--- src/rtl/lib_pkg.sv ---
// Shared datapath library package: arbiter state encoding and small index helpers
// used by the round-robin stream multiplexer.
package lib_pkg;

   typedef enum logic [0:0] {
      ARB_IDLE   = 1'b0,
      ARB_LOCKED = 1'b1
   } arb_state_e;

   // Binary index of the set bit of a one-hot vector (zero for an all-zero vector).
   function automatic logic [4:0] onehot2bin(input logic [31:0] oh);
      logic [4:0] bin;
      bin = 5'd0;
      for (int i = 0; i < 32; i++) begin
         if (oh[i]) begin
            bin = bin | 5'(i);
         end
      end
      return bin;
   endfunction

   // Index following ptr in a ring of n entries.
   function automatic int unsigned rr_next(input int unsigned ptr, input int unsigned n);
      return ((ptr + 32'd1) >= n) ? 32'd0 : (ptr + 32'd1);
   endfunction

endpackage

--- src/rtl/lib_rr_arbiter.sv ---
// Combinational round-robin arbiter: the first request at or after pointer+1,
// found by scanning a doubled request vector so the wrap needs no special case.
module lib_rr_arbiter
   import lib_pkg::*;
#(
   parameter int PORTS_NUMBER = 4,
   parameter int ID_W         = $clog2(PORTS_NUMBER)
) (
   input  logic [PORTS_NUMBER-1:0] req,
   input  logic [ID_W-1:0]         pointer,
   output logic [PORTS_NUMBER-1:0] gnt,
   output logic [ID_W-1:0]         idx
);

   logic [2*PORTS_NUMBER-1:0] req_dbl_s;
   int unsigned               start_s;
   logic                      found_s;

   assign req_dbl_s = {req, req};
   assign start_s   = rr_next(32'(pointer), 32'(PORTS_NUMBER));

   // Masked priority scan over the doubled vector; bits below start are ignored.
   always_comb begin
      gnt     = '0;
      idx     = '0;
      found_s = 1'b0;
      for (int j = 0; j < 2*PORTS_NUMBER; j++) begin
         if (!found_s && (j >= int'(start_s)) && req_dbl_s[j]) begin
            found_s                = 1'b1;
            gnt[j % PORTS_NUMBER]  = 1'b1;
            idx                    = ID_W'(j % PORTS_NUMBER);
         end else begin
            found_s = found_s;
         end
      end
   end

endmodule

--- src/rtl/lib_arb_mux_rr.sv ---
// Registered N-to-1 round-robin stream multiplexer with optional packet lock:
// once a multi-beat packet starts, its port keeps the grant until its last beat.
module lib_arb_mux_rr
   import lib_pkg::*;
#(
   parameter int PORTS_NUMBER = 4,
   parameter int WIDTH        = 8,
   parameter int PKT_MODE     = 1,
   parameter int ID_W         = $clog2(PORTS_NUMBER)
) (
   input  logic                    clk,
   input  logic                    rst_n,
   input  logic [PORTS_NUMBER-1:0] s_valid,
   input  logic [WIDTH-1:0]        s_data [PORTS_NUMBER],
   input  logic [PORTS_NUMBER-1:0] s_last,
   output logic [PORTS_NUMBER-1:0] s_ready,
   output logic                    m_valid,
   output logic [WIDTH-1:0]        m_data,
   output logic                    m_last,
   output logic [ID_W-1:0]         m_id,
   input  logic                    m_ready
);

   arb_state_e                state_r;
   arb_state_e                state_nx_s;
   logic [ID_W-1:0]           ptr_r;
   logic [ID_W-1:0]           lock_idx_r;
   logic [ID_W-1:0]           arb_idx_s;
   logic [PORTS_NUMBER-1:0]   arb_gnt_s;
   logic [PORTS_NUMBER-1:0]   grant_s;
   logic                      load_s;
   logic                      xfer_s;
   logic                      last_s;
   logic [WIDTH-1:0]          data_s;

   lib_rr_arbiter #(
      .PORTS_NUMBER (PORTS_NUMBER),
      .ID_W         (ID_W)
   ) u_arb (
      .req     (s_valid),
      .pointer (ptr_r),
      .gnt     (arb_gnt_s),
      .idx     (arb_idx_s)
   );

   assign load_s  = !m_valid || m_ready;
   assign s_ready = grant_s & {PORTS_NUMBER{load_s}};
   assign xfer_s  = |(s_valid & s_ready);

   // Locked port owns the grant even while its valid is low, stalling the output.
   always_comb begin
      grant_s = '0;
      if (state_r == ARB_LOCKED) begin
         grant_s[lock_idx_r] = 1'b1;
      end else begin
         grant_s = arb_gnt_s;
      end
   end

   // One-hot AND-OR selection of data and last.
   always_comb begin
      data_s = '0;
      last_s = 1'b0;
      for (int i = 0; i < PORTS_NUMBER; i++) begin
         data_s = data_s | (s_data[i] & {WIDTH{grant_s[i]}});
         last_s = last_s | (s_last[i] & grant_s[i]);
      end
   end

   // Packet lock next-state decode.
   always_comb begin
      state_nx_s = state_r;
      case (state_r)
         ARB_IDLE: begin
            if ((PKT_MODE != 32'sd0) && xfer_s && !last_s) begin
               state_nx_s = ARB_LOCKED;
            end else begin
               state_nx_s = ARB_IDLE;
            end
         end
         ARB_LOCKED: begin
            if (xfer_s && last_s) begin
               state_nx_s = ARB_IDLE;
            end else begin
               state_nx_s = ARB_LOCKED;
            end
         end
         default: state_nx_s = ARB_IDLE;
      endcase
   end

   // FSM, round-robin pointer and locked index; pointer only moves on unlocked transfers.
   always_ff @(posedge clk or negedge rst_n) begin
      if (!rst_n) begin
         state_r    <= ARB_IDLE;
         ptr_r      <= ID_W'(PORTS_NUMBER - 1);
         lock_idx_r <= '0;
      end else begin
         state_r <= state_nx_s;
         if (xfer_s && (state_r == ARB_IDLE)) begin
            ptr_r      <= arb_idx_s;
            lock_idx_r <= arb_idx_s;
         end
      end
   end

   // Output register stage.
   always_ff @(posedge clk or negedge rst_n) begin
      if (!rst_n) begin
         m_valid <= 1'b0;
         m_data  <= '0;
         m_last  <= 1'b0;
         m_id    <= '0;
      end else if (load_s) begin
         m_valid <= xfer_s;
         if (xfer_s) begin
            m_data <= data_s;
            m_last <= last_s;
            m_id   <= ID_W'(onehot2bin(32'(grant_s)));
         end
      end
   end

endmodule
--- config.mk ---
export PLATFORM = sky130hd
export DESIGN_NAME = lib_arb_mux_rr
export DESIGN_NICKNAME = d
export VERILOG_FILES = /design/src/rtl/lib_pkg.sv /design/src/rtl/lib_rr_arbiter.sv /design/src/rtl/lib_arb_mux_rr.sv
export SDC_FILE = /design/constraint.sdc
export NUM_CORES = 1
export LEC_CHECK = 0
export CAP_MARGIN = 20
export CORE_MARGIN = 3
export CORE_UTILIZATION = 25
export DETAILED_ROUTE_END_ITERATION = 10
export PLACE_DENSITY = 0.5
export RECOVER_POWER = 50
export SLEW_MARGIN = 20
export SYNTH_ARGS = -nofsm -noshare
export SYNTH_HDL_FRONTEND = slang
export SYNTH_SLANG_ARGS = --single-unit
--- constraint.sdc ---
create_clock -name clk -period 3 [get_ports clk]
set_clock_uncertainty 0.2 [all_clocks]
set_input_delay 0.3 -clock clk [delete_from_list [all_inputs] [get_ports clk]]
set_output_delay 0.3 -clock clk [all_outputs]
set_load 0.01 [all_outputs]
==> Word level (Yosys, flattened, before mapping) <==
Cells that the tools add are included.
{ "op_classes": {"div_mod_pow": 0, "eq_ne": 0, "n_bitwise": 17, "addsub": 1, "multipliers": 0, "shifts": 0, "n_mux": 31, "n_lt_le_gt_ge": 11, "reduce_logical": 31} }
{ "ops": {"columns": ["operator", "count"], "rows": [
  ["4-bit by 32-bit greater-or-equal comparator with 1-bit output (first input constant)", 4],
  ["3-bit by 32-bit greater-or-equal comparator with 1-bit output (first input constant)", 2],
  ["8-bit AND", 4],
  ["1-bit by 32-bit greater-or-equal comparator with 1-bit output (first input constant)", 1],
  ["2-bit by 32-bit greater-or-equal comparator with 1-bit output (first input constant)", 1],
  ["32-bit two-way mux", 1],
  ["8-bit OR", 3],
  ["1-bit logical AND", 19],
  ["1-bit two-way mux", 19],
  ["2-bit two-way mux", 8],
  ["1-bit zero test", 9],
  ["4-bit AND", 2],
  ["1-bit AND", 4],
  ["4-bit two-way mux", 1],
  ["4-bit OR reduction", 1],
  ["2-bit by 1-bit adder with 3-bit output (second input constant)", 1],
  ["3-bit greater-or-equal comparator (second input constant)", 1],
  ["2-bit by 3-bit less-than comparator with 1-bit output (second input constant)", 1],
  ["1-bit OR", 3],
  ["1-bit demux with 2-bit select", 1],
  ["2-bit by 1-bit greater-or-equal comparator with 1-bit output (second input constant)", 1],
  ["1-bit one-hot mux with 2 select lines", 1],
  ["2-bit AND reduction", 1],
  ["1-bit logical OR", 1],
  ["1-bit NOT", 1]
]} }
{ "word_totals": {"register_bits": 17, "ramBits": 0, "out_inout_bits": 16, "mem_count": 0, "romBits": 0, "inputBits": 43, "latch_bits": 0} }

==> Depth between registers and ports, before layout <==
Gate-level depths: netlist (run 1).
{ "logic_depth": {"ltp_word": 43, "ltp_mapped": 8, "ltp_nobuf": 7} }

==> Cells and area by module <==
Synthesis (run 1) repeated with hierarchy kept, for this count alone.
{ "unflattened": {"cells_unflattened": 152, "hier_area_um2": 1487.7} }
{ "modules_own_cells": {"columns": ["module", "cells_per_inst", "n_inst", "seq_area_each_um2", "area_each_um2"], "rows": [
  ["lib_arb_mux_rr", 128, 1, 427.9, 1342.5],
  ["lib_rr_arbiter", 24, 1, 0.0, 145.1]
]} }

==> Least setup slack after synthesis (run 1) <==
OpenSTA, ideal clock, no wires.
{ "synth_timing": {"path_type": "register -> register", "startpoint": "register ptr_r[0]", "endpoint": "register m_data[0]", "n_path_buf": 1, "arrival_ps": 2214, "t_required_ps": 2675, "path_stages_with_launch": 9, "path_slack_ps": 461, "cell_sequence": "dfstp_2 -> inv_1 -> ha_1 -> and2_4 -> or4_4 -> a21oi_4 -> a211oi_4 -> buf_6 -> mux2_4"} }
{ "synth_via": {"elab_chain_cells": 39, "elab_cells_between_ends": 59} }
{ "synth_lines": {"columns": ["item", "line", "rtl"], "rows": [
  ["start: declaration", "lib_arb_mux_rr.sv:26", "logic [ID_W-1:0] ptr_r;"],
  ["start signal: assignment", "lib_arb_mux_rr.sv:96", "ptr_r <= ID_W'(PORTS_NUMBER - 1);"],
  ["start signal: assignment", "lib_arb_mux_rr.sv:101", "ptr_r <= arb_idx_s;"],
  ["2-bit by 1-bit adder with 3-bit output *", "lib_pkg.sv:24", "return ((ptr + 32'd1) >= n) ? 32'd0 : (ptr + 32'd1);"],
  ["3-bit greater-or-equal comparator", "lib_pkg.sv:24", null],
  ["32-bit two-way mux *", "lib_pkg.sv:24", null],
  ["1-bit by 32-bit greater-or-equal comparator with 1-bit output", "lib_rr_arbiter.sv:28", "if (!found_s && (j >= int'(start_s)) && req_dbl_s[j]) begin"],
  ["1-bit logical AND", "lib_rr_arbiter.sv:28", null],
  ["1-bit two-way mux", "lib_rr_arbiter.sv:28", null],
  ["1-bit zero test", "lib_rr_arbiter.sv:28", null],
  ["1-bit logical AND (2 in series)", "lib_rr_arbiter.sv:28", null],
  ["[... 21 more ...]", null, null],
  ["1-bit zero test", "lib_rr_arbiter.sv:28", null],
  ["1-bit logical AND (2 in series)", "lib_rr_arbiter.sv:28", null],
  ["1-bit two-way mux", "lib_rr_arbiter.sv:28", null],
  ["4-bit two-way mux *", "lib_arb_mux_rr.sv:53", "if (state_r == ARB_LOCKED) begin"],
  ["4-bit AND", "lib_arb_mux_rr.sv:47", "assign s_ready = grant_s & {PORTS_NUMBER{load_s}};"],
  ["4-bit AND", "lib_arb_mux_rr.sv:48", "assign xfer_s = |(s_valid & s_ready);"],
  ["4-bit OR reduction", "lib_arb_mux_rr.sv:48", null],
  ["2-bit AND reduction (no source line)", null, null],
  ["end signal: assignment", "lib_arb_mux_rr.sv:117", "m_data <= data_s;"],
  ["end: declaration", "lib_arb_mux_rr.sv:18", "output logic [WIDTH-1:0] m_data,"]
]} }
Every way passes the cells marked *; elsewhere a longest branch is shown, timed or not.
A chain may end at the register's enable or synchronous reset.

==> Worst setup path after layout (run 1) <==
{ "layout_timing": {"startpoint": "register ptr_r[0]", "endpoint": "output s_ready[0]"} }
{ "layout_via": {"elab_chain_cells": 24, "elab_cells_between_ends": 28} }
{ "layout_lines": {"columns": ["item", "line", "rtl"], "rows": [
  ["2-bit by 1-bit adder with 3-bit output *", "lib_pkg.sv:24", null],
  ["3-bit greater-or-equal comparator", "lib_pkg.sv:24", null],
  ["32-bit two-way mux *", "lib_pkg.sv:24", null],
  ["1-bit by 32-bit greater-or-equal comparator with 1-bit output", "lib_rr_arbiter.sv:28", null],
  ["1-bit logical AND", "lib_rr_arbiter.sv:28", null],
  ["1-bit two-way mux", "lib_rr_arbiter.sv:28", null],
  ["1-bit zero test", "lib_rr_arbiter.sv:28", null],
  ["1-bit logical AND (2 in series)", "lib_rr_arbiter.sv:28", null],
  ["[... 5 more ...]", null, null],
  ["1-bit zero test", "lib_rr_arbiter.sv:28", null],
  ["1-bit logical AND (2 in series)", "lib_rr_arbiter.sv:28", null],
  ["1-bit two-way mux", "lib_rr_arbiter.sv:28", null],
  ["1-bit zero test", "lib_rr_arbiter.sv:28", null],
  ["1-bit logical AND (2 in series)", "lib_rr_arbiter.sv:28", null],
  ["1-bit two-way mux *", "lib_rr_arbiter.sv:28", null],
  ["4-bit two-way mux *", "lib_arb_mux_rr.sv:53", null],
  ["4-bit AND *", "lib_arb_mux_rr.sv:47", null],
  ["end: declaration", "lib_arb_mux_rr.sv:16", "output logic [PORTS_NUMBER-1:0] s_ready,"]
]} }
Marks and branches as above.

==> metrics.txt, run 1 <==
outcome finished, final reports clean; Cells after Synth 140; Synth Area in Adders 1.980%; core box area 0.004817 sq mm; Peak supply drop 0.0002696 V; Tcrit/Tclk final 97.08%; routed via count 1,306; # IOs 59; Pwr per Cell Area 981.1 mW/mm^2; clock sinks 17; largest net degree at the start of global routing 18; Compound-Gate Fraction of Synth Area 26.93%; Worst R2R Path Depth 8; Skew-Pair Late Insertion Delay 0.25 ns; total power 1.965 mW; f_max 343.4 MHz; WL per Instance 15.15 microns; H-tree levels 1; vias in the first global route 1,382; vias per std cell 4.855; Worst Setup SP ptr_r[0]$_DFFE_PN1P_; most common cell after layout, fill and taps aside clkdlybuf4s50_1; first-pass detailed-route iteration total 4; capturing point of the worst reg2reg path m_data[5]$_DFFE_PN0P_; Hold Buf Count CTS 0; Crit path required time 2.50 ns; die area 0.005944 sq mm; fin nets 248; crit path launch type register; Synth Area in XOR/XNOR 0%; cell area after synthesis 0.001264 sq mm; Ys Warns 0; crit-path max FO 5; initial DRC count 38; Starting Density 26.23%; antenna cell count 0; RSZ-0062 raised after global routing yes; register area share after synthesis 33.86%; Synth area leader dfrtp_1; post-detail-place hpwl 3117 microns; syn_nets 185; Die Width 77.10 microns; Final Worst Setup Slack 0.08766 ns; # rows 25; max cap viols 0; first-pass GRT wire length 6803 microns; Longest Clk Path Bufs 2; CP endpoint s_ready[0]; drt drc 0; Worst-Margin Slew 0.7682 ns; setup TNS 0 ns; pre-CTS setup slack 0.3167 ns; gpl congestion 0.8004; Post-CTS Setup Repair Bufs 0; share of cells above drive strength 1 14.36%; Synth-to-Final Area Change 58.51%; Reg clk slew, reported paths 0.06 ns; Crit path arrival time 2.41 ns; mux cell area share after synthesis 12.28%; fraction of registers with async set/reset 100.0%; Mean Syn Cell Area 9.027 sq um; Synth area leaders dfrtp_1 (30%), o21ai_0 (7.5%), mux2_4 (7.1%); root buf cell clkbuf_8; Num CTS Buffers 3; reg2reg start ptr_r[0]$_DFFE_PN1P_; GRT Residual Overflow 0; cell depth of the worst hold path 1; Slew HR 48.62%; Yosys reg bits 17; final setup violation count 0; Reg2Reg Setup Slack 0.34 ns; Top FF cell, synth dfrtp_1; min cycle time layout 2.912 ns; WS Path Type register to output port; commonest non-fill, non-tap cells in the layout clkdlybuf4s50_1 (50), o21ai_0 (19), nand2_1 (16); min-delay worst type register to register; all-layer global routing usage 14.35%; input/output buffers 58; Lkg Pwr 0.8566 nW; final hold violations 0; Post-synth EDFFs 0; top cell type's share of synthesized area 29.70%; simple-gate share of the synthesized area 18.51%; Die Span Y 77.10 microns; Distinct cells, synth 41; Final Max Tran Viols 0; CTS tree yes; largest family of logic cells by synthesized area compound AO/OA/AOI/OAI gates; DRT Wirelength 4075 microns; initial antenna violation count 0; Worst setup EP type output port; Final ANT Viol Nets 0
-- sequential cells by signal, indices dropped and copies added (netlist names), named ones only --
name	count
lock_idx_r	2
m_id	2
m_valid	1
m_last	1
m_data	8
ptr_r	2
-- worst min-delay path by stage --
stage                     startpoint                          to  slack [ns]
3_5_place_dp   m_data[5]$_DFFE_PN0P_       m_data[5]$_DFFE_PN0P_        0.30
4_1_cts                        rst_n         m_valid$_DFFE_PN0N_        0.32
2_1_floorplan                  rst_n  asynchronous set/reset pin       -0.20
5_1_grt        m_data[5]$_DFFE_PN0P_       m_data[5]$_DFFE_PN0P_        0.32
3_3_place_gp   m_data[5]$_DFFE_PN0P_       m_data[5]$_DFFE_PN0P_        0.29
6_report       m_data[5]$_DFFE_PN0P_       m_data[5]$_DFFE_PN0P_        0.30
-- area by class of cell --
class,count,area [sq um]
Clock buffer,4,45.04
Fill cell,501,2814
Inverter,12,45.04
Multi-Input combinational cell,104,768.2
Sequential cell,17,427.9
Tap cell,67,83.83
Timing Repair Buffer,65,633.1
-- critical path: stages, from the launching register on --
cell and delay (ns):
dfstp_2 0.53, inv_1 0.05, ha_1 0.32, and2_4 0.18, nor4_2 0.36, nor2_1 0.10
nor2_1 0.09, clkdlybuf4s50_1 0.54
-- cells in the mapped netlist, types with 2 or more instances --
| master | instances |
|---|---|
| and3b_1 | 2 |
| clkbuf_1 | 4 |
| dfstp_2 | 2 |
| and3_1 | 2 |
| o2111ai_1 | 9 |
| a21o_1 | 2 |
| buf_2 | 2 |
| ha_1 | 2 |
| mux2i_1 | 2 |
| o2bb2ai_1 | 2 |
| nor2_1 | 8 |
| o31ai_1 | 2 |
| dfrtp_1 | 15 |
| nand2_1 | 16 |
| nand2b_1 | 3 |
| nor2b_1 | 2 |
| inv_1 | 12 |
| a21oi_1 | 5 |
| o21ai_0 | 19 |
| mux2_4 | 6 |
| mux2_2 | 3 |
-- power breakdown --
part / total [mW] / leakage (nW) / switching (mW) / internal [mW]
registers: 0.444 / 0.201 / 0.0841 / 0.360
clock network: 0.167 / 0.0228 / 0.0732 / 0.0941
logic: 1.35 / 0.633 / 0.623 / 0.731
total: 1.97 / 0.857 / 0.780 / 1.18
-- timing repair --
item / 4_1_cts / 5_1_grt
setup endpoints to repair: 0 / 2
resized for setup: 0 / 2
endpoints found under the hold margin: 0 / 0
-- routing by layer --
layer  track usage (%)  wire length (microns)  share of wire (%)
met1             16.98                   1666                 41
met2             25.35                   2148                 53
met3             2.113                    202                5.0
met4             6.762                     57                1.4
met5                 0                      0                  0
-- logic make-up (layout without fill, tap and decap cells) --
| logic type | after synthesis | after routing |
|---|---|---|
| compound gates | 48 | 48 |
| flops | 17 | 17 |
| simple gates | 42 | 42 |
| fa+ha+maj | 2 | 2 |
| buf+inv | 19 | 81 |
| mux | 12 | 12 |
-- per-stage QoR --
step           area, sq um  utilization (%)  instances  hold slack (ns)
2_1_floorplan         1264                -        140          -0.1956
3_3_place_gp          1944            40.36        265           0.2907
3_5_place_dp          1944            40.36        265           0.3020
4_1_cts               1989            41.30        269           0.3170
5_1_grt               2003            41.58        269           0.3214
6_report              2003            41.58        269           0.3045
No activity file was read; power rests on OpenSTA's default activity.
==> run 2, diff against run 1 <==
--- a/config.mk
+++ b/config.mk
@@ -6,8 +6,9 @@
 export NUM_CORES = 1
 export LEC_CHECK = 0
 export CAP_MARGIN = 20
-export CORE_MARGIN = 3
+export CORE_MARGIN = 2
 export CORE_UTILIZATION = 25
+export CTS_CLUSTER_DIAMETER = 100
 export DETAILED_ROUTE_END_ITERATION = 10
 export PLACE_DENSITY = 0.5
 export RECOVER_POWER = 50
==> run 2 against run 1 <==
Worst setup slack better by 0.082 ns. Sequential power hardly changed. Critical path depth stayed put. Largest cell class unchanged. Largest power group unchanged.
==> metrics.txt, run 2 (synthesis gave the netlist of run 1 again) <==
outcome finished, final reports clean; WS Path Type register to output port; setup TNS 0 ns (unchanged); DRT Wirelength 3820 microns (-6.3%); crit-path max FO 5 (unchanged); Post-CTS Setup Repair Bufs 0 (unchanged); CTS tree yes; f_max 353.3 MHz (+2.9%); sequential power share 22.9% (+0.3 points); crit path launch type register; Worst R2R Path Depth 8 (unchanged); Worst setup EP type output port; cts repair resizes 0 (unchanged); Net Sw Frac 39.97% (+0.26 points); Num CTS Buffers 3 (unchanged); most common cell after layout, fill and taps aside clkdlybuf4s50_1; Final ANT Viol Nets 0 (unchanged); Pwr per Cell Area 975.8 mW/mm^2 (-0.54%); Reg2Reg Setup Slack 0.36 ns (+0.02 ns); clock sinks 17 (unchanged); Top reg by flops m_data; Synth-to-Final Area Change 57.43%; post-detail-place hpwl 2962 microns (-5.0%); final hold violations 0 (unchanged); # rows 25 (unchanged); FF+latch area 427.9 sq um (unchanged); Min-Delay Endpoint m_data[5]$_DFFE_PN0P_; placed cell count 264 (-0.38%); Lkg Pwr 0.8599 nW (+0.39%); Hold Buf Count CTS 0 (unchanged); area of the multi-input gates 759.5 sq um (-1.1%); Fillers 478 (-4.6%); input/output buffers 58 (unchanged); vias per std cell 4.858 (about the same); cell depth of the worst hold path 1 (unchanged); max cap viols 0 (unchanged); routed via count 1,302 (-0.31%); Clock power frac 8.9% (+0.4 points); final cell count without fillers 268 (-0.37%); P_sw 0.7758 mW (-0.59%); Logic pwr share 68.2% (-0.7 points); drt drc 0 (unchanged); initial DRC count 64 (+68%); Die Width 75.10 microns (-2.6%); commonest non-fill, non-tap cells in the layout clkdlybuf4s50_1 (48), o21ai_0 (19), nand2_1 (16); Largest register FFs 8 (unchanged); GRT Residual Overflow 0 (unchanged); min cycle time layout 2.830 ns (-0.08197 ns); Starting Density 26.41% (+0.17 points); antenna cell count 0 (unchanged); Skew-Pair Late Insertion Delay 0.25 ns (about the same); reg2reg start ptr_r[0]$_DFFE_PN1P_; Longest Clk Path Bufs 2 (unchanged); root buf cell clkbuf_8; Worst-Margin Slew 0.8286 ns (+0.06042 ns); final setup violation count 0 (unchanged); RSZ-0062 raised after global routing no; H-tree levels 1 (unchanged); gpl congestion 0.8149 (+1.8%); Peak supply drop 0.0003047 V (+13%); fin nets 247 (-0.40%); Crit path required time 2.50 ns (about the same); cell internal pwr 1.165 mW (-1.6%); hold wc startpoint m_data[5]$_DFFE_PN0P_; first-pass GRT wire length 6534 microns (-4.0%); Tcrit/Tclk final 94.35% (-2.7 points); min-delay worst type register to register; die area 0.005639 sq mm (-5.1%); core box area 0.004786 sq mm (-0.65%); vias in the first global route 1,355 (-2.0%); Die Span Y 75.10 microns (-2.6%); share of cells above drive strength 1 13.93% (-0.43 points); first-pass detailed-route iteration total 4 (unchanged); Final Max Tran Viols 0 (unchanged); capturing point of the worst reg2reg path m_data[5]$_DFFE_PN0P_; # IOs 59 (unchanged); Slew HR 44.58% (-4.0 points); Reg clk slew, reported paths 0.07 ns (about the same); WL per Instance 14.25 microns (-5.9%); fin util 41.57% (about the same); Crit path arrival time 2.33 ns (-0.08 ns); total power 1.941 mW (-1.2%); all-layer global routing usage 15.08% (+0.73 points); largest net degree at the start of global routing 18 (unchanged); initial antenna violation count 0 (unchanged)
==> run 2: cell types whose count changed in the layout (fill, tap and decap cells not counted) <==
| cell | before | now |
|---|---|---|
| dlymetal6s2s_1 | 0 | 1 |
| nor4b_2 | 0 | 1 |
| nor4b_4 | 1 | 0 |
| buf_4 | 7 | 6 |
| dlygate4sd3_1 | 8 | 9 |
| clkdlybuf4s50_1 | 50 | 48 |
==> run 2: layer usage <==
| layer | track usage, % | up-vias | part of all wire, % |
|---|---|---|---|
| met4 | 4.365 | 0 | 0.92 |
| li1 | - | 630 | - |
| met3 | 3.748 | 4 | 8.6 |
| met2 | 23.39 | 56 | 43 |
| met1 | 20.79 | 612 | 47 |
| met5 | 0 | - | 0 |
==> run 2: through the flow <==
step	setup slack (ns)	instance area (sq um)	hold slack [ns]
6_report	0.1696	1989	0.2871
5_1_grt	0.03210	1989	0.3295
4_1_cts	0.09126	1982	0.3018
3_5_place_dp	0.3413	1937	0.2908
3_3_place_gp	0.3449	1937	0.2822
2_1_floorplan	0.4613	1264	-0.1956
==> run 2: layout make-up <==
type	count	area share [%]
Multi-Input combinational cell	104	38.18
Tap cell	67	4.214
Timing Repair Buffer	64	31.57
Clock buffer	4	2.264
Sequential cell	17	21.51
Inverter	12	2.264
==> run 2: power groups by stage <==
stage	clock network, mW	registers (mW)	logic (mW)
2_1_floorplan	0	0.460	0.850
5_1_grt	0.190	0.462	1.46
4_1_cts	0.181	0.447	1.36
6_report	0.172	0.445	1.32
3_3_place_gp	0	0.452	1.34
3_5_place_dp	0	0.450	1.35
==> run 2: worst max path at each step <==
stage,start,to,cells after the start
after global placement,s_valid[2],s_ready[1],6
final,ptr_r[0]$_DFFE_PN1P_,s_ready[0],7
after global routing,ptr_r[0]$_DFFE_PN1P_,s_ready[0],7
after CTS,ptr_r[0]$_DFFE_PN1P_,s_ready[3],7
after detailed placement,s_valid[0],m_data[5]$_DFFE_PN0P_,7
after floorplan,ptr_r[0]$_DFFE_PN1P_,m_data[0]$_DFFE_PN0P_,8
==> run 2: worst max-delay path: stages, from the launching register on <==
cell and delay (ns):
dfstp_2 0.53, inv_1 0.05, ha_1 0.32, and2_4 0.17, nor4_2 0.25, nor2_1 0.08, nor2_1 0.12, clkdlybuf4s50_1 0.55
==> run 3, diff against run 2 <==
--- a/config.mk
+++ b/config.mk
@@ -10,6 +10,7 @@
 export CORE_UTILIZATION = 25
 export CTS_CLUSTER_DIAMETER = 100
 export DETAILED_ROUTE_END_ITERATION = 10
+export MAX_ROUTING_LAYER = met4
 export PLACE_DENSITY = 0.5
 export RECOVER_POWER = 50
 export SLEW_MARGIN = 20
==> run 3 against run 2 <==
Sequential power is essentially flat. Worst hold slack is essentially flat. Utilization is the same. Register-to-register slack is essentially flat. Critical path type unchanged. Highest routed layer unchanged. Critical endpoint unchanged. Largest power group unchanged.
==> metrics.txt, run 3 (synthesis gave the netlist of run 1 again) <==
outcome finished, final reports clean; DRT Wirelength 3826 microns (+0.16%); max cap viols 0 (unchanged); Num CTS Buffers 3 (unchanged); share of cells above drive strength 1 13.93% (unchanged); Top reg by flops m_data; fin nets 247 (unchanged); CTS tree yes; Peak supply drop 0.0003055 V (+0.27%); min cycle time layout 2.834 ns (+0.003455 ns); H-tree levels 1 (unchanged); routed via count 1,298 (-0.31%); Lkg Pwr 0.8599 nW (unchanged); Final Max Tran Viols 0 (unchanged); first-pass detailed-route iteration total 4 (unchanged); Slew HR 45.17% (+0.59 points); Logic pwr share 68.3% (about the same); post-detail-place hpwl 2962 microns (unchanged); setup TNS 0 ns (unchanged); cell internal pwr 1.166 mW (about the same); capturing point of the worst reg2reg path m_data[5]$_DFFE_PN0P_; core box area 0.004786 sq mm (unchanged); cell depth of the worst hold path 1 (unchanged); Crit path required time 2.50 ns (about the same); Worst Setup SP ptr_r[0]$_DFFE_PN1P_; CP endpoint s_ready[0]; root buf cell clkbuf_8; WL per Instance 14.28 microns (+0.16%); reg2reg start ptr_r[0]$_DFFE_PN1P_; input/output buffers 58 (unchanged); Longest Clk Path Bufs 2 (unchanged); GRT Residual Overflow 0 (unchanged); crit-path max FO 5 (unchanged); sequential power share 22.8% (about the same); # IOs 59 (unchanged); Worst-Margin Slew 0.8197 ns (-0.008851 ns); Largest register FFs 8 (unchanged); antenna cell count 0 (unchanged); P_sw 0.7773 mW (+0.19%); RSZ-0062 raised after global routing no; final hold violations 0 (unchanged); min-delay worst type register to register; Skew-Pair Late Insertion Delay 0.25 ns (about the same); cts repair resizes 0 (unchanged); Tcrit/Tclk final 94.46% (+0.12 points); most common cell after layout, fill and taps aside clkdlybuf4s50_1; WS Path Type register to output port; all-layer global routing usage 15.55% (+0.47 points); Reg2Reg Setup Slack 0.35 ns (about the same); Clock power frac 8.9% (about the same); Final ANT Viol Nets 0 (unchanged); Crit path arrival time 2.33 ns (about the same); Starting Density 26.41% (unchanged); gpl congestion 0.8270 (+1.5%); Reg clk slew, reported paths 0.07 ns (about the same); final setup violation count 0 (unchanged); Worst R2R Path Depth 8 (unchanged); Hold Buf Count CTS 0 (unchanged); # rows 25 (unchanged); Pwr per Cell Area 976.6 mW/mm^2 (about the same); vias in the first global route 1,361 (+0.44%); crit path launch type register; drt drc 0 (unchanged); Worst setup EP type output port; Synth-to-Final Area Change 57.43% (unchanged); total power 1.943 mW (about the same); Post-CTS Setup Repair Bufs 0 (unchanged); Die Span Y 75.10 microns (unchanged); largest net degree at the start of global routing 18 (unchanged); Die Width 75.10 microns (unchanged); clock sinks 17 (unchanged); initial DRC count 57 (-11%); f_max 352.9 MHz (-0.12%); first-pass GRT wire length 6520 microns (-0.21%); die area 0.005639 sq mm (unchanged); Net Sw Frac 40.01% (+0.044 points); vias per std cell 4.843 (-0.31%); initial antenna violation count 0 (unchanged); commonest non-fill, non-tap cells in the layout clkdlybuf4s50_1 (48), o21ai_0 (19), nand2_1 (16)
==> run 3: cell counts in the layout (fill, tap and decap cells not counted) <==
No cell type changed its count.
==> run 3: metrics by stage <==
stage               setup WS, ns  area [sq um]  utilization, %  hold WS (ns)  cells
finish                    0.1662          1989           41.57        0.2869    268
global placement          0.3449          1937           40.47        0.2822    264
CTS                      0.09126          1982           41.41        0.3018    268
detailed placement        0.3413          1937           40.47        0.2908    264
floorplan                 0.4613          1264               -       -0.1956    140
global route             0.03239          1989           41.57        0.3295    268
==> run 3: worst min path at each step <==
stage                           from                         end  slack [ns]
2_1_floorplan                  rst_n  asynchronous set/reset pin       -0.20
3_5_place_dp   m_data[5]$_DFFE_PN0P_       m_data[5]$_DFFE_PN0P_        0.29
3_3_place_gp   m_data[5]$_DFFE_PN0P_       m_data[5]$_DFFE_PN0P_        0.28
6_report       m_data[5]$_DFFE_PN0P_       m_data[5]$_DFFE_PN0P_        0.29
5_1_grt        m_data[5]$_DFFE_PN0P_       m_data[5]$_DFFE_PN0P_        0.33
4_1_cts        m_data[5]$_DFFE_PN0P_       m_data[5]$_DFFE_PN0P_        0.30
==> run 3: power by group through the flow <==
stage / Combinational (mW) / Clock, mW / Sequential, mW
2_1_floorplan: 0.850 / 0 / 0.460
3_3_place_gp: 1.34 / 0 / 0.452
3_5_place_dp: 1.35 / 0 / 0.450
4_1_cts: 1.36 / 0.181 / 0.447
5_1_grt: 1.46 / 0.189 / 0.462
6_report: 1.33 / 0.173 / 0.444
==> run 3: cell type report <==
cell class,instances,area (sq um)
sequential,17,427.9
multi-input combinational,104,759.5
fill,478,2796
clock buffer,4,45.04
timing repair buffer,64,628.1
tap,67,83.83
inverter,12,45.04
==> run 3: routing by layer <==
layer  GRT usage (%)  up-vias  wire length [microns]
met5               -        -                      0
met4           4.365        0                     25
li1                -      631                      -
met1           20.95      611                   1823
met2           23.49       54                   1681
met3           3.347        2                    295
==> run 3: critical path, cell delays in order (launching register included) <==
cell and delay (ns):
dfstp_2 0.53, inv_1 0.05, ha_1 0.32, and2_4 0.17
nor4_2 0.25, nor2_1 0.08, nor2_1 0.12, clkdlybuf4s50_1 0.55
==> RTL change, RTL diff (flow settings as in run 2) <==
`PORTS_NUMBER` is set to 4 in 2 places; all go to 2.
--- a/src/rtl/lib_rr_arbiter.sv
+++ b/src/rtl/lib_rr_arbiter.sv
@@ -5,3 +5,3 @@
 #(
-   parameter int PORTS_NUMBER = 4,
+   parameter int PORTS_NUMBER = 2,
    parameter int ID_W         = $clog2(PORTS_NUMBER)
--- a/src/rtl/lib_arb_mux_rr.sv
+++ b/src/rtl/lib_arb_mux_rr.sv
@@ -5,3 +5,3 @@
 #(
-   parameter int PORTS_NUMBER = 4,
+   parameter int PORTS_NUMBER = 2,
    parameter int WIDTH        = 8,
Interface: changed (5 resized); port bits go from 59 to 36. The function was not compared with the original's and may differ.
==> RTL change against run 2 <==
  * Power fell by 47%
  * Global-route usage shrank 1.9 points
  * Final area shrank 45%
  * Critical endpoint is now s_ready[1]
  * Routed wire length down 50%
  * Hold slack improved by 0.0020 ns
  * Worst setup slack gained 0.38 ns
  * Area after synthesis decreased by 47%
  * Combinational power shrank 58%
  * Largest cell class is now non-clock buffers
  * Sequential power down 21%
  * Synthesized cell count down 53%
  * Sequential cell count shrank 3
  * Count of clock-buffer cells in the layout unchanged
==> RTL change: results (changes against run 2) <==
| Metric | Value |
|---|---|
| First-pass GRT wire length | 3.25 mm (-50%) |
| Sum of routed wire length over all layers | 1.92 mm (-50%) |
| Launch point of the worst reg-to-reg path | lock_idx_r$_DFFE_PN0P_ |
| Synth Net Count | 89 (-52%) |
| Average cell area after synthesis | 10.1 um^2 (+12%) |
| Highest clock frequency the design can meet | 408 MHz (+16%) |
| Vias/cell | 4.73 (-2.7%) |
| Cell types with the largest area share after synthesis | sky130_fd_sc_hd__dfrtp_1 49%, sky130_fd_sc_hd__a221oi_1 12%, sky130_fd_sc_hd__nor2_1 11% |
| Clock slew seen by the registers of the worst setup and hold paths | 0.09 ns (+0.02 ns) |
| Capture point of the critical path | s_ready[1] |
| Measured slew at the worst slew-check pin | 0.694 ns (-0.134 ns) |
| Number of DRC markers after the initial detailed-route iteration | 6 (-91%) |
| Ratio of cells with drive above 1 in the final layout | 11.4% (-2.5 points) |
| Top cells by instance count after synthesis | 20 x sky130_fd_sc_hd__nor2_1, 13 x sky130_fd_sc_hd__dfrtp_1, 9 x sky130_fd_sc_hd__a221oi_1 |
| Setup slack of the worst register-to-register path | 1.14 ns (+0.78 ns) |
| Number of instances in the placed design | 131 (-50%) |
| Pin count of the biggest net entering global routing | 16 (-2) |
| Maximum VDD drop | 0.408 mV (+34%) |
| Post-Place Worst Slack | 0.541 ns (+0.200 ns) |
| Worst setup startpoint | s_valid[1] |
| Number of standard cells in the layout, taps in and fillers out | 135 (-50%) |
| Sequential cell area fraction in the yosys report | 52.5% (+19 points) |
| Overall Global Routing Usage | 13.2% (-1.9 points) |
| Final hold slack | 0.289 ns (+0.00198 ns) |
| Gp weighted congestion | 0.681 (-16%) |
| Placed inst area | 1060 um^2 (-45%) |
| Run status | finished clean |
| Clock latency of the later-clocked register in the worst-skew pair | 0.27 ns (+0.02 ns) |
| Sequential standard cell area | 352 um^2 (-18%) |
| Count of cells along the worst register-to-register path | 4 (-4) |
| Static Leakage | 0.000459 uW (-47%) |
| Cell family contributing the most delay on the critical path | buffers and inverters |
| Count of filler cells inserted in the layout | 255 (-47%) |
==> RTL change: area by class of cell <==
cell class                 count  share of cell area, %
multi-input combinational     48                   26.9
inverter                       2                  0.687
timing repair buffer          37                   33.4
clock buffer                   4                   3.32
sequential                    14                   32.2
tap                           30                   3.44
==> RTL change: metal layers <==
metal  vias to the layer above  wire [um]  global-route usage [%]
met1                       292        940                    18.7
met3                         2        143                    3.49
li1                        317          -                       -
met4                         0         27                    5.23
met2                        27        811                    19.0
met5                         -          0                       0
==> RTL change: power breakdown <==
part / total [uW] / internal (uW) / switching, uW
Clock: 137 / 73.6 / 63.2
Combinational: 550 / 288 / 263
Sequential: 351 / 286 / 64.9
==> RTL change: cell families after synthesis <==
logic type      Yosys count  synth area share [%]
compound gates           18                  23.7
flops                    14                  52.5
simple gates             29                  18.7
buf+inv                   4                  3.55
mux                       1                  1.50
